<file path="src/rtl/lfsr_rng_arbiter.sv">
// lfsr_rng_arbiter: round-robin arbiter sharing one Fibonacci LFSR between NUM_REQ requesters
// Optional reseed ports enabled by defining LFSR_RESEED_EN.
module lfsr_rng_arbiter #(
  parameter int WIDTH = 4,
  parameter int NUM_REQ = 4,
  parameter logic [WIDTH-1:0] TAPS = 4'b1100,
  parameter logic [WIDTH-1:0] SEED = 4'b0001,
  parameter int WARMUP_CYCLES = 4
) (
  input  logic               clk,
  input  logic               reset,
  input  logic [NUM_REQ-1:0] req_i,
`ifdef LFSR_RESEED_EN
  input  logic               seed_load_i,
  input  logic [WIDTH-1:0]   seed_i,
`endif
  output logic [NUM_REQ-1:0] gnt_o,
  output logic [WIDTH-1:0]   rnd_o,
  output logic               ready_o
);
  localparam int PW = $clog2(NUM_REQ);
  localparam int CW = WARMUP_CYCLES > 1 ? $clog2(WARMUP_CYCLES) : 1;
  localparam logic [1:0] WARMUP = 2'd0;
  localparam logic [1:0] IDLE = 2'd1;
  localparam logic [1:0] ACTIVE = 2'd2;
  logic [1:0] state;
  logic [WIDTH-1:0] lfsr, lfsr_step, reload_val;
  logic [PW-1:0] rr_ptr, win;
  logic [CW-1:0] cnt;
  logic reload, any, warm_last;
`ifdef LFSR_RESEED_EN
  assign reload = seed_load_i;
  assign reload_val = seed_i == '0 ? SEED : seed_i;
`else
  assign reload = 1'b0;
  assign reload_val = SEED;
`endif
  // an all-zero register would lock up, so it restarts from SEED
  assign lfsr_step = lfsr == '0 ? SEED : {lfsr[WIDTH-2:0], ^(lfsr & TAPS)};
  assign any = |req_i;
  assign warm_last = int'(cnt) + 1 >= WARMUP_CYCLES;
  // lowest offset from rr_ptr wins, so scan downwards and let the last hit stand
  always_comb begin
    win = rr_ptr;
    for (int i = NUM_REQ; i >= 1; i--)
      if (req_i[(int'(rr_ptr) + i) % NUM_REQ]) win = PW'((int'(rr_ptr) + i) % NUM_REQ);
  end
  always_ff @(posedge clk or negedge reset) begin
    if (!reset) begin
      state <= WARMUP_CYCLES == 0 ? IDLE : WARMUP;
      lfsr <= SEED;
      rr_ptr <= PW'(NUM_REQ - 1);
      cnt <= '0;
      gnt_o <= '0;
      rnd_o <= '0;
      ready_o <= 1'b0;
    end else if (reload) begin
      lfsr <= reload_val;
      gnt_o <= '0;
    end else if (state == WARMUP) begin
      lfsr <= lfsr_step;
      cnt <= cnt + 1'b1;
      gnt_o <= '0;
      if (warm_last) begin
        state <= IDLE;
        ready_o <= 1'b1;
      end
    end else if (any) begin
      gnt_o <= {{(NUM_REQ-1){1'b0}}, 1'b1} << win;
      rnd_o <= lfsr;
      lfsr <= lfsr_step;
      rr_ptr <= win;
      state <= ACTIVE;
      ready_o <= 1'b1;
    end else begin
      gnt_o <= '0;
      state <= IDLE;
      ready_o <= 1'b1;
    end
  end
endmodule

</file>
<file path="config.mk">
export PLATFORM = sky130hd
export DESIGN_NAME = lfsr_rng_arbiter
export DESIGN_NICKNAME = d
export VERILOG_FILES = /design/src/rtl/lfsr_rng_arbiter.sv
export SDC_FILE = /design/constraint.sdc
export NUM_CORES = 1
export LEC_CHECK = 0
export CORE_MARGIN = 2
export CORE_UTILIZATION = 49
export CTS_CLUSTER_DIAMETER = 50
export DETAILED_ROUTE_END_ITERATION = 16
export PLACE_DENSITY = 0.83
export SETUP_SLACK_MARGIN = 0.3
export SLEW_MARGIN = 20
export SYNTH_ARGS = -nofsm -noshare
export SYNTH_HDL_FRONTEND = slang
export SYNTH_SLANG_ARGS = --single-unit
</file>
<file path="constraint.sdc">
create_clock -name clk -period 1.8 [get_ports clk]
set_clock_uncertainty 0.1 [all_clocks]
set_input_delay 0.18 -clock clk [delete_from_list [all_inputs] [get_ports clk]]
set_output_delay 0.18 -clock clk [all_outputs]
set_load 0.05 [all_outputs]
</file>
Word-level counts from Yosys, hierarchy flattened

Index checks and enable logic that the tools add are counted.

Mux-type cells: 26
Bitwise logic cells: 5
Equal/unequal tests: 1
Magnitude comparators: 5
Div/mod/pow operators: 0
Multipliers: 0
$add $sub $neg: 6
Reductions and logical operators: 10
Shifts and indexed selects: 1

Operator list:

| kind                                                | number |
|---|---|
| 2-to-1 mux 4 bit                                    | 5 |
| < comparator 3 x 4 -> 1 bit (second input constant) | 4 |
| 2-to-1 mux 2 bit                                    | 7 |
| 2-to-1 mux 1 bit                                    | 10 |
| binary-select mux 1 bit (select 2 bit)              | 4 |
| OR reduction 2 bit                                  | 4 |
| adder 2 x 1 -> 2 bit (second input constant)        | 3 |
| adder 2 bit (second input constant)                 | 2 |
| bitwise AND 1 bit (first input constant)            | 4 |
| zero test 4 bit                                     | 1 |
| OR reduction 4 bit                                  | 1 |
| parity 4 bit                                        | 1 |
| left shift 1 x 2 -> 4 bit (first input constant)    | 1 |
| adder 2 x 1 -> 3 bit (second input constant)        | 1 |
| >= comparator 3 bit (second input constant)         | 1 |
| zero test 2 bit                                     | 1 |
| != test 2 bit (second input constant)               | 1 |
| AND reduction 2 bit                                 | 1 |
| nonzero test 2 bit                                  | 1 |
| inverter 1 bit                                      | 1 |

Register bits after elaboration: 19
Memory bits (writable): 0
Input bits: 6
Bits in read-only memories: 0
Output and inout bits: 9
Latch bits: 0
Memories: 0

Depth between registers and ports, before layout

Gate-level depths: netlist (run 1).

Depth after elaboration: 13
Gate-level depth with buffers: 5
Mapped depth without buffers: 5

Least setup slack after synthesis (run 1)

No wires, ideal clock.

Path type: register to register
Start point: register rr_ptr[1]
End point: register gnt_o[1]
Buffers on the path: 0
Arrival: 1.135 ns
Required time: 1.566 ns
Period minus slack after synthesis: 1.369 ns
Stages on the path, launching flop included: 5
Slack: 0.431 ns
Library setup time: 0.134 ns
Path through: dfstp_2 nand2b_1 a21oi_1 a311oi_1 nor2_1

Word-level cells in the longest chain between the ends: 11
Elaborated cells on any way between the ends: 23
Those cells by class: add/sub: 4; shift: 1; mux: 18

RTL lines:

| element                                              | line | text |
|---|---|---|
| from (decl)                                          | 28   | `logic [PW-1:0] rr_ptr, win;` |
| from (signal assigned)                               | 52   | `rr_ptr <= PW'(NUM_REQ - 1);` |
| from (signal assigned)                               | 72   | `rr_ptr <= win;` |
| adder 2 x 1 -> 2 bit                                 | 46   | `if (req_i[(int'(rr_ptr) + i) % NUM_REQ]) win = PW'((int'(rr_ptr) + i) % NUM_REQ);` |
| binary-select mux 1 bit (select 2 bit)               | 46   |  |
| 2-to-1 mux 1 bit (implied by the code) (2 in series) | 46   |  |
| 2-to-1 mux 2 bit (3 in series)                       | 46   |  |
| 2-to-1 mux 2 bit (*)                                 | 46   |  |
| left shift 1 x 2 -> 4 bit (*)                        | 69   | `gnt_o <= {{(NUM_REQ-1){1'b0}}, 1'b1} << win;` |
| 2-to-1 mux 4 bit (*)                                 | 68   | `end else if (any) begin` |
| 2-to-1 mux 4 bit (*)                                 | 60   | `end else if (state == WARMUP) begin` |
| to (signal assigned)                                 | 69   |  |
| to (decl)                                            | 17   | `output logic [NUM_REQ-1:0] gnt_o,` |

Every way passes the cells marked *; elsewhere a longest branch is shown, timed or not. The select of a mux whose other input is x is not followed.
A chain may end at the register's enable or synchronous reset.

Worst setup path after layout (run 1)

Start point: input req_i[0]
End point: register lfsr[1]

Word-level cells in the longest chain between the ends: 2

RTL lines:

| element                             | line | text |
|---|---|---|
| from (decl)                         | 12   | `input logic [NUM_REQ-1:0] req_i,` |
| OR reduction 4 bit                  | 40   | `assign any = \|req_i;` |
| nonzero test 2 bit (no source line) | n/a  |  |
| to (signal assigned)                | 58   | `lfsr <= reload_val;` |
| to (signal assigned)                | 61   | `lfsr <= lfsr_step;` |
| to (signal assigned)                | 71   | `lfsr <= lfsr_step;` |
| to (decl)                           | 27   | `logic [WIDTH-1:0] lfsr, lfsr_step, reload_val;` |

Every way passes these cells.

==> flow_summary.toml, run 1 <==
[worst_setup_path]
r2r-start = "rr_ptr[1]$_DFFE_PN1P_"
critPathKind = "input port to flip-flop"
r2r_end = "gnt_o[3]$_DFF_PN0_"
path_cells = "clkdlybuf4s50_1 -> nor4_4 -> o21ai_2 -> mux2_2"
crit_path_end_kind = "flip-flop"
start_kind = "input port"
startpoint = "req_i[0]"
cp_max_fo = 7
required_ps = 1880
r2r_cells = 4
rrSetupSlack_ps = 370
critPathArrivalTime_ps = 1540
slowest_stage = "clkdlybuf4s50_1"
worst_path_largest_cell_delay_ps = 490

[logic_synthesis]
synth_top_family_by_area = "simple AND/OR/NAND/NOR gates"
ys.warnings.count = 0
synth-simple-area-share = 0.161
synth-xor-area-share = 0.0105
synth_seq_cells = 19
muxShareOfSynthArea = 0.0991
synth.net_count = 77
synth-seq-area-share = 0.575
synth-compound-area-share = 0.102
synthCells = 69
syn_area_per_cell_um2 = 12.1
ys_types = 24
syn-cell-area_um2 = 833
synthAdderAreaFrac = 0.0300

[floorplanning]
row_count = 14
dieArea_um2 = 2050
core_area_um2 = 1560
die_h_um = 45.2
start_util = 0.535
die_x_um = 45.2
io_pins = 15

[drt]
drt_iter0_markers = 4
vias = 567
wl_per_cell_um = 13.0
route.detailed.drc = 0
drt_first_pass_iters = 4
viasPerCell = 5.45
wirelength_um = 1350
antenna_left = 0

[sta]
final.min_clock_period_ps = 1460
tightestPinTransition_ps = 495
slew_headroom = 0.672
setup_violations = 0
max_freq_ghz = 0.685
setup_ws_ps = 341
tns_ps = 0
min_period_over_period = 0.810
finalMaxSlewViolations = 0
hold_viol = 0
rsz0062_at_grt = "no"

[placement]
gp_congestion = 0.790
dp_slack_ps = 52.4
dp_hpwl_um = 995
portBuffers = 14

[layout]
final_cell_mix = "dfrtp_1 (16), nor2_1 (10), dlygate4sd2_1 (6)"
drive_above_1_share = 0.250
seq_area_um2 = 479
diodes = 0
final_nets = 97
layout_commonest_cell = "dfrtp_1"
fillCellCount = 119
area_delta_synth_final_pct = 24.3
multi_input_area_um2 = 354

[clock_network]
htree_num_levels = 1
clk_pin_slew_ps = 100
cts_tree = "built"
cts_root_buffer = "clkbuf_4"
numCtsBuffers = 3
clockBufferDepth = 2
clkSinkCount = 19
cts_hold_buf = 0
clock_latency_ps = 280

[run]
maxCapViolations = 0

[global_routing]
overflow = 0
grt_pass1_wl_um = 2270
grt_max_degree = 20
grtUsageTotal = 0.155
grt_pass1_vias = 548
antenna_found_initial = 0

[pwr]
p_leak_nw = 0.491
vdd_drop_max_uv = 1010
p_total_mw = 2.04
power.density_nw_per_um2 = 1970

[worst_hold_path]
worstHoldPathType = "input port to async pin"

[outcome]
status = "finished, final reports clean"
## where the power goes
part	internal [mW]	leakage, nW	switching, mW
clock	0.0824	0.0177	0.122
combinational	0.417	0.253	0.614
sequential	0.657	0.221	0.145
## routing by layer
| layer | part of all wire | vias up | global-route usage |
|---|---|---|---|
| li1 | - | 280 | - |
| met1 | 0.45 | 276 | 0.190 |
| met2 | 0.51 | 9 | 0.266 |
| met3 | 0.032 | 2 | 0.0240 |
| met4 | 0.0067 | 0 | 0.0706 |
| met5 | 0 | - | 0 |
## logic make-up after synthesis
kind of cell	count (synthesis)
buffers and inverters	3
AND/OR/NAND/NOR	25
adder cells (fa/ha/maj)	2
flip-flops	19
multiplexers	6
AO/OA/AOI/OAI	13
XOR/XNOR	1
## critical path, delay by kind of cell
family | cells | cell delay, ps
muxes | 1 | 310
buffers and inverters | 1 | 490
and+or+nand+nor | 1 | 390
AOI/OAI and AO/OA | 1 | 170
## synthesized netlist by cell type (all sizes together)
| cell type | n | area [um^2] |
|---|---|---|
| nor3 | 2 | 10.0 |
| a311oi | 1 | 8.76 |
| nand2b | 4 | 25.0 |
| nor4 | 1 | 21.3 |
| mux2 | 6 | 82.6 |
| o21ai | 3 | 18.8 |
| a21oi | 5 | 25.0 |
| inv | 2 | 7.51 |
| dfrtp | 16 | 400 |
| o21a | 1 | 7.51 |
| or2b | 1 | 7.51 |
| a21o | 1 | 8.76 |
| buf | 1 | 11.3 |
| nand3b | 1 | 7.51 |
| ha | 2 | 25.0 |
| nor2 | 11 | 43.8 |
| xor2 | 1 | 8.76 |
| a311o | 1 | 10.0 |
| nand2 | 5 | 18.8 |
| dfstp | 3 | 78.8 |
| a31oi | 1 | 6.26 |
## layout make-up
cell class	count	area share
clock inverters	1	0.00483
inverters	2	0.00725
flip-flops and latches	19	0.463
repair buffers	16	0.143
clock buffers	3	0.0217
well taps	16	0.0193
multi-input cells	47	0.342
## through the flow
stage                      util  instances  hold WS (ps)  instance area (um^2)
final                     0.665        104           115                  1040
after global placement    0.638        100           352                   995
after floorplan               -         69          -216                   833
after CTS                 0.653        104           118                  1020
after global routing      0.665        104           122                  1040
after detailed placement  0.638        100           356                   995
## sequential cells by signal, indices dropped and copies added (netlist names)
register and cells:
cnt 2, gnt_o 4, lfsr 4, ready_o 1, rnd_o 4, rr_ptr 2
state 2
## how the worst max path moves through the flow
stage          cells past startpoint  slack (ps)                     to
2_1_floorplan                      4         430     gnt_o[1]$_DFF_PN0_
3_3_place_gp                       5          70     gnt_o[1]$_DFF_PN0_
3_5_place_dp                       6          50     gnt_o[3]$_DFF_PN0_
4_1_cts                            1         330               rnd_o[1]
5_1_grt                            4         290  rr_ptr[1]$_DFFE_PN1P_
6_report                           4         340    lfsr[1]$_DFFE_PN0P_
## repair_timing
action / in CTS / in global routing
pin swaps: 0 / 3
setup buffers: 0 / 0
hold endpoints to repair: 0 / 0
setup endpoints to repair: 11 / 8
gates resized for setup: 9 / 5
Note: power is estimated with default switching activity, not from simulation.
==> run 2: changes to the inputs <==
--- a/config.mk
+++ b/config.mk
@@ -6,10 +6,10 @@
 export NUM_CORES = 1
 export LEC_CHECK = 0
 export CORE_MARGIN = 2
-export CORE_UTILIZATION = 49
+export CORE_UTILIZATION = 44
 export CTS_CLUSTER_DIAMETER = 50
 export DETAILED_ROUTE_END_ITERATION = 16
-export PLACE_DENSITY = 0.83
+export PLACE_DENSITY = 0.79
 export SETUP_SLACK_MARGIN = 0.3
 export SLEW_MARGIN = 20
 export SYNTH_ARGS = -nofsm -noshare
==> constraint.sdc (replaced) <==
create_clock -name clk -period 1.2 [get_ports clk]
set_clock_uncertainty 0.1 [all_clocks]
set_input_delay 0.12 -clock clk [delete_from_list [all_inputs] [get_ports clk]]
set_output_delay 0.12 -clock clk [all_outputs]
set_load 0.05 [all_outputs]
==> run 2 against run 1 <==
Against the previous run:
- the flow now finishes with violations (negative setup slack)
- sequential share of layout area down 11 points
- sequential power is 65% higher
- utilization rose by 11 points
- via count is 16% higher
- setup slack worse by 550 ps
- non-clock buffer count increased by 14
- register-to-register slack worse by 580 ps
- critical path type is now flip-flop to flip-flop
- largest cell class unchanged
==> flow_summary.toml, run 2 (synthesis results as in run 1) <==
[outcome]
status = "complete, but fails checks"
violations = "negative setup slack"

[global_routing]
use_met3 = 0.0717
grt.busiest_layer = "met2"
grtUsageTotal = 0.177
overflow = 0
grt_max_degree = 20
grt_use_met1 = 0.174
gr-usage-met2 = 0.303
antenna_found_initial = 0
grt_pass1_vias = 613
grt_pass1_wl_um = 2610

[sta]
final.min_clock_period_ps = 1410
max_freq_ghz = 0.711
rsz0062_at_grt = "yes"
min_period_over_period = 1.17
finalMaxSlewViolations = 0
slew_headroom = 0.795
hold_viol = 0
holdWs_ps = 35.1
setup_violations = 13
tns_ps = -1500
tightestPinTransition_ps = 305
setup_ws_ps = -206

[worst_setup_path]
r2r_cells = 4
rrSetupSlack_ps = -210
start_kind = "flip-flop"
r2r-start = "rr_ptr[1]$_DFFE_PN1P_"
critPathKind = "flip-flop to flip-flop"
required_ps = 1290
cp_max_fo = 7
r2r_end = "gnt_o[1]$_DFF_PN0_"
crit_path_end_kind = "flip-flop"
critPathArrivalTime_ps = 1500

[drt]
drt_first_pass_iters = 4
route.detailed.drc = 0
wl_per_cell_um = 13.2
drt_iter0_markers = 4
antenna_left = 0
viasPerCell = 5.20
vias = 660
wirelength_um = 1680

[floorplanning]
row_count = 15
core_area_um2 = 1750
die_x_um = 47.5
start_util = 0.477
die_h_um = 47.5
io_pins = 15
dieArea_um2 = 2260

[placement]
portBuffers = 14
gp_congestion = 0.699
dp_hpwl_um = 1120

[layout]
drive_above_1_share = 0.578
area_delta_synth_final_pct = 63.2
layout_commonest_cell = "dfrtp_1"
fillCellCount = 102
seq_area_um2 = 482
final_nets = 111
diodes = 0
multi_input_area_um2 = 432
top_regs = "gnt_o (4), lfsr (4), rnd_o (4)"
final_cell_mix = "dfrtp_1 (14), buf_12 (10), buf_4 (9)"

[clock_network]
clock_latency_ps = 300
clkSinkCount = 19
htree_num_levels = 1
cts_tree = "built"
cts_root_buffer = "clkbuf_4"
numCtsBuffers = 3
clk_pin_slew_ps = 110
clockBufferDepth = 2

[pwr]
p_total_mw = 4.04
vdd_drop_max_uv = 1860
power.density_nw_per_um2 = 2970
p_leak_nw = 0.618

[run]
maxCapViolations = 0

[worst_hold_path]
worstHoldPathType = "input port to async pin"
[run 2: changes by cell type in the layout (fill, tap and decap cells not counted), sizes merged]
cell	change
clkdlybuf4s15	-2
dlymetal6s2s	-1
clkdlybuf4s50	-3
dlygate4sd2	-2
buf	+22
[run 2: cell type report]
type | instances | share of cell area
clock buffer | 3 | 0.0166
clock inverter | 1 | 0.00368
inverter | 2 | 0.00552
multi-input combinational | 47 | 0.317
sequential | 19 | 0.354
tap | 25 | 0.0230
timing repair buffer | 30 | 0.280
[run 2: worst max-delay path, stage by stage (launching register included)]
cell      delay (ps)
dfstp_2          600
nand2b_4         140
a21oi_2           60
a311oi_2         330
nor2_1            90
[run 2: repair_timing]
item / in CTS / in global routing
hold buffers: 0 / 0
setup endpoints to repair: 28 / 28
buffers inserted: 1 / 4
pin swaps: 2 / 9
resized for setup: 12 / 9
[run 2: worst max-delay path by stage]
| stage | start | to | slack (ps) |
|---|---|---|---|
| 2_1_floorplan | rr_ptr[1]$_DFFE_PN1P_ | rr_ptr[1]$_DFFE_PN1P_ | -90 |
| 3_3_place_gp | req_i[0] | rr_ptr[1]$_DFFE_PN1P_ | -460 |
| 3_5_place_dp | req_i[0] | rr_ptr[1]$_DFFE_PN1P_ | -510 |
| 4_1_cts | rr_ptr[1]$_DFFE_PN1P_ | rr_ptr[1]$_DFFE_PN1P_ | -180 |
| 5_1_grt | rr_ptr[1]$_DFFE_PN1P_ | rr_ptr[0]$_DFFE_PN1P_ | -260 |
| 6_report | rr_ptr[1]$_DFFE_PN1P_ | gnt_o[1]$_DFF_PN0_ | -210 |
[run 2: per-stage QoR]
step	instance area, um^2	setup WS [ps]	utilization	instances
2_1_floorplan	882	-94.0	-	69
3_3_place_gp	1210	-460	0.696	118
3_5_place_dp	1210	-506	0.696	118
4_1_cts	1280	-184	0.734	123
5_1_grt	1360	-261	0.779	127
6_report	1360	-206	0.779	127
[run 2: power by group]
| part | switching (mW) | internal (mW) |
|---|---|---|
| logic | 1.09 | 1.32 |
| registers | 0.324 | 0.992 |
| clock network | 0.192 | 0.124 |
| total | 1.60 | 2.43 |
[run 2: per-layer routing]
metal	routed length (um)	vias to the layer above
met4	72	0
met1	647	312
met2	860	27
met3	97	11
met5	0	-
li1	-	310
==> run 3: changes to the inputs <==
--- a/config.mk
+++ b/config.mk
@@ -6,10 +6,10 @@
 export NUM_CORES = 1
 export LEC_CHECK = 0
 export CORE_MARGIN = 2
-export CORE_UTILIZATION = 44
+export CORE_UTILIZATION = 40
 export CTS_CLUSTER_DIAMETER = 50
 export DETAILED_ROUTE_END_ITERATION = 16
-export PLACE_DENSITY = 0.79
+export PLACE_DENSITY = 0.74
 export SETUP_SLACK_MARGIN = 0.3
 export SLEW_MARGIN = 20
 export SYNTH_ARGS = -nofsm -noshare
==> run 3 against run 2 <==
Against the previous run:
- the run still ends with negative setup slack left
- first-iteration DRC count is 50% lower
- routed wire length is 4.6% higher
- clock-buffer cell count stayed put
- critical endpoint is now rr_ptr[1]$_DFFE_PN1P_
- cell count is 1.6% higher
- critical path type unchanged
- global-route usage is 1.5 points lower
==> flow_summary.toml, run 3 (synthesis results as in run 1) <==
[layout]
stdcell_count = 129
layout_commonest_cell = "dfrtp_1"
final_cell_mix = "dfrtp_1 (14), buf_12 (10), buf_4 (8)"
fillCellCount = 146
diodes = 0
final_nets = 111
drive_above_1_share = 0.578
area_delta_synth_final_pct = 65.0
final_area_um2 = 1380
top_regs = "gnt_o (4), lfsr (4), rnd_o (4)"

[floorplanning]
die_x_um = 49.6
dieArea_um2 = 2460
die_h_um = 49.6
io_pins = 15
row_count = 16
start_util = 0.425
core_area_um2 = 1960

[worst_setup_path]
worst_path_largest_cell_delay_ps = 620
startpoint = "rr_ptr[1]$_DFFE_PN1P_"
start_kind = "flip-flop"
crit_path_end_kind = "flip-flop"
r2r-start = "rr_ptr[1]$_DFFE_PN1P_"
critPathKind = "flip-flop to flip-flop"
cp_max_fo = 8
cp_num_buf_inv = 0
required_ps = 1340
path_cells = "a21o_2 -> a31oi_4 -> or2b_1 -> o21a_1"
slowest_stage = "dfstp_2"
critPathArrivalTime_ps = 1550
cp_top_family = "flip-flops"

[placement]
gp_congestion = 0.720
dp_slack_ps = -563
dp.cells = 120
dp_hpwl_um = 1250
placed_area_um2 = 1230
portBuffers = 14

[pwr]
p_leak_nw = 0.620
power.density_nw_per_um2 = 2960
vdd_drop_max_uv = 2020
p_total_mw = 4.06

[sta]
slew_headroom = 0.763
final.min_clock_period_ps = 1410
tightestPinTransition_ps = 352
setup_ws_ps = -211
finalMaxSlewViolations = 0
hold_viol = 0
setup_violations = 12
max_freq_ghz = 0.709
tns_ps = -1280
rsz0062_at_grt = "yes"
min_period_over_period = 1.18

[drt]
route.detailed.drc = 0
drt_iter0_markers = 2
wl_per_cell_um = 13.6
viasPerCell = 4.95
vias = 638
wirelength_um = 1760
antenna_left = 0
drt_first_pass_iters = 2

[outcome]
violations = "negative setup slack"
status = "complete, but fails checks"

[global_routing]
overflow = 0
grtUsageTotal = 0.162
grt_pass1_vias = 695
grt_pass1_wl_um = 3020
grt_max_degree = 20
antenna_found_initial = 0

[clock_network]
numCtsBuffers = 3
clock_latency_ps = 300
cts_hold_buf = 0
htree_num_levels = 1
clk_pin_slew_ps = 110
cts_tree = "built"
clockBufferDepth = 2
cts_root_buffer = "clkbuf_4"
clkSinkCount = 19

[worst_hold_path]
worstHoldPathType = "input port to async pin"

[run]
maxCapViolations = 0
==> run 3: worst paths after layout <==
check / to / depth (start not counted) / slack (ps)
setup / recovery: rr_ptr[1]$_DFFE_PN1P_ / 4 / -210
hold / removal: rnd_o[0]$_DFFE_PN0P_ / 2 / 60
setup reg to reg: rr_ptr[1]$_DFFE_PN1P_ / 4 / -210
hold reg to reg: cnt[0]$_DFFE_PN0N_ / 1 / 380
max in group asynchronous: lfsr[0]$_DFFE_PN1P_ / 2 / 720
min in group clk: gnt_o[3]$_DFF_PN0_ / 4 / 330
==> run 3: worst register-to-register path, stage by stage, from the launching register on <==
cell and delay, ps:
dfstp_2 620, a21o_2 170, a31oi_4 100, or2b_1 260, o21a_1 110
==> run 3: metal layers <==
layer / up-vias / global-route usage / routed length (um)
met5: - / 0 / 0
met4: 0 / 0.0556 / 14
met3: 2 / 0.0394 / 61
met2: 14 / 0.276 / 915
met1: 318 / 0.199 / 764
li1: 304 / - / -
==> run 3: stage by stage <==
step / utilization / hold slack, ps
floorplan: - / -276
global placement: 0.627 / 359
detailed placement: 0.627 / 365
CTS: 0.682 / 61.1
global route: 0.701 / 56.2
finish: 0.701 / 57.1
==> run 3: cell type report <==
class	count	area (um^2)	share of cell area
sequential	19	482	0.350
multi-input combinational	47	439	0.319
timing repair buffer	30	385	0.280
tap	27	33.8	0.0246
clock buffer	3	22.5	0.0164
inverter	2	7.51	0.00546
clock inverter	1	5.00	0.00364
==> run 3: repair_timing <==
| action | 4_1_cts | 5_1_grt |
|---|---|---|
| resized for setup | 17 | 7 |
| setup buffers | 4 | 1 |
| pin swaps | 5 | 4 |
| setup endpoints to repair | 28 | 28 |
| hold endpoints to repair | 0 | 0 |
==> run 3: where the power goes <==
part	switching, mW	total [mW]	leakage [nW]	internal (mW)
Combinational	1.09	2.42	0.383	1.33
Clock	0.191	0.315	0.0177	0.124
Sequential	0.340	1.33	0.219	0.992
Total	1.62	4.06	0.620	2.45
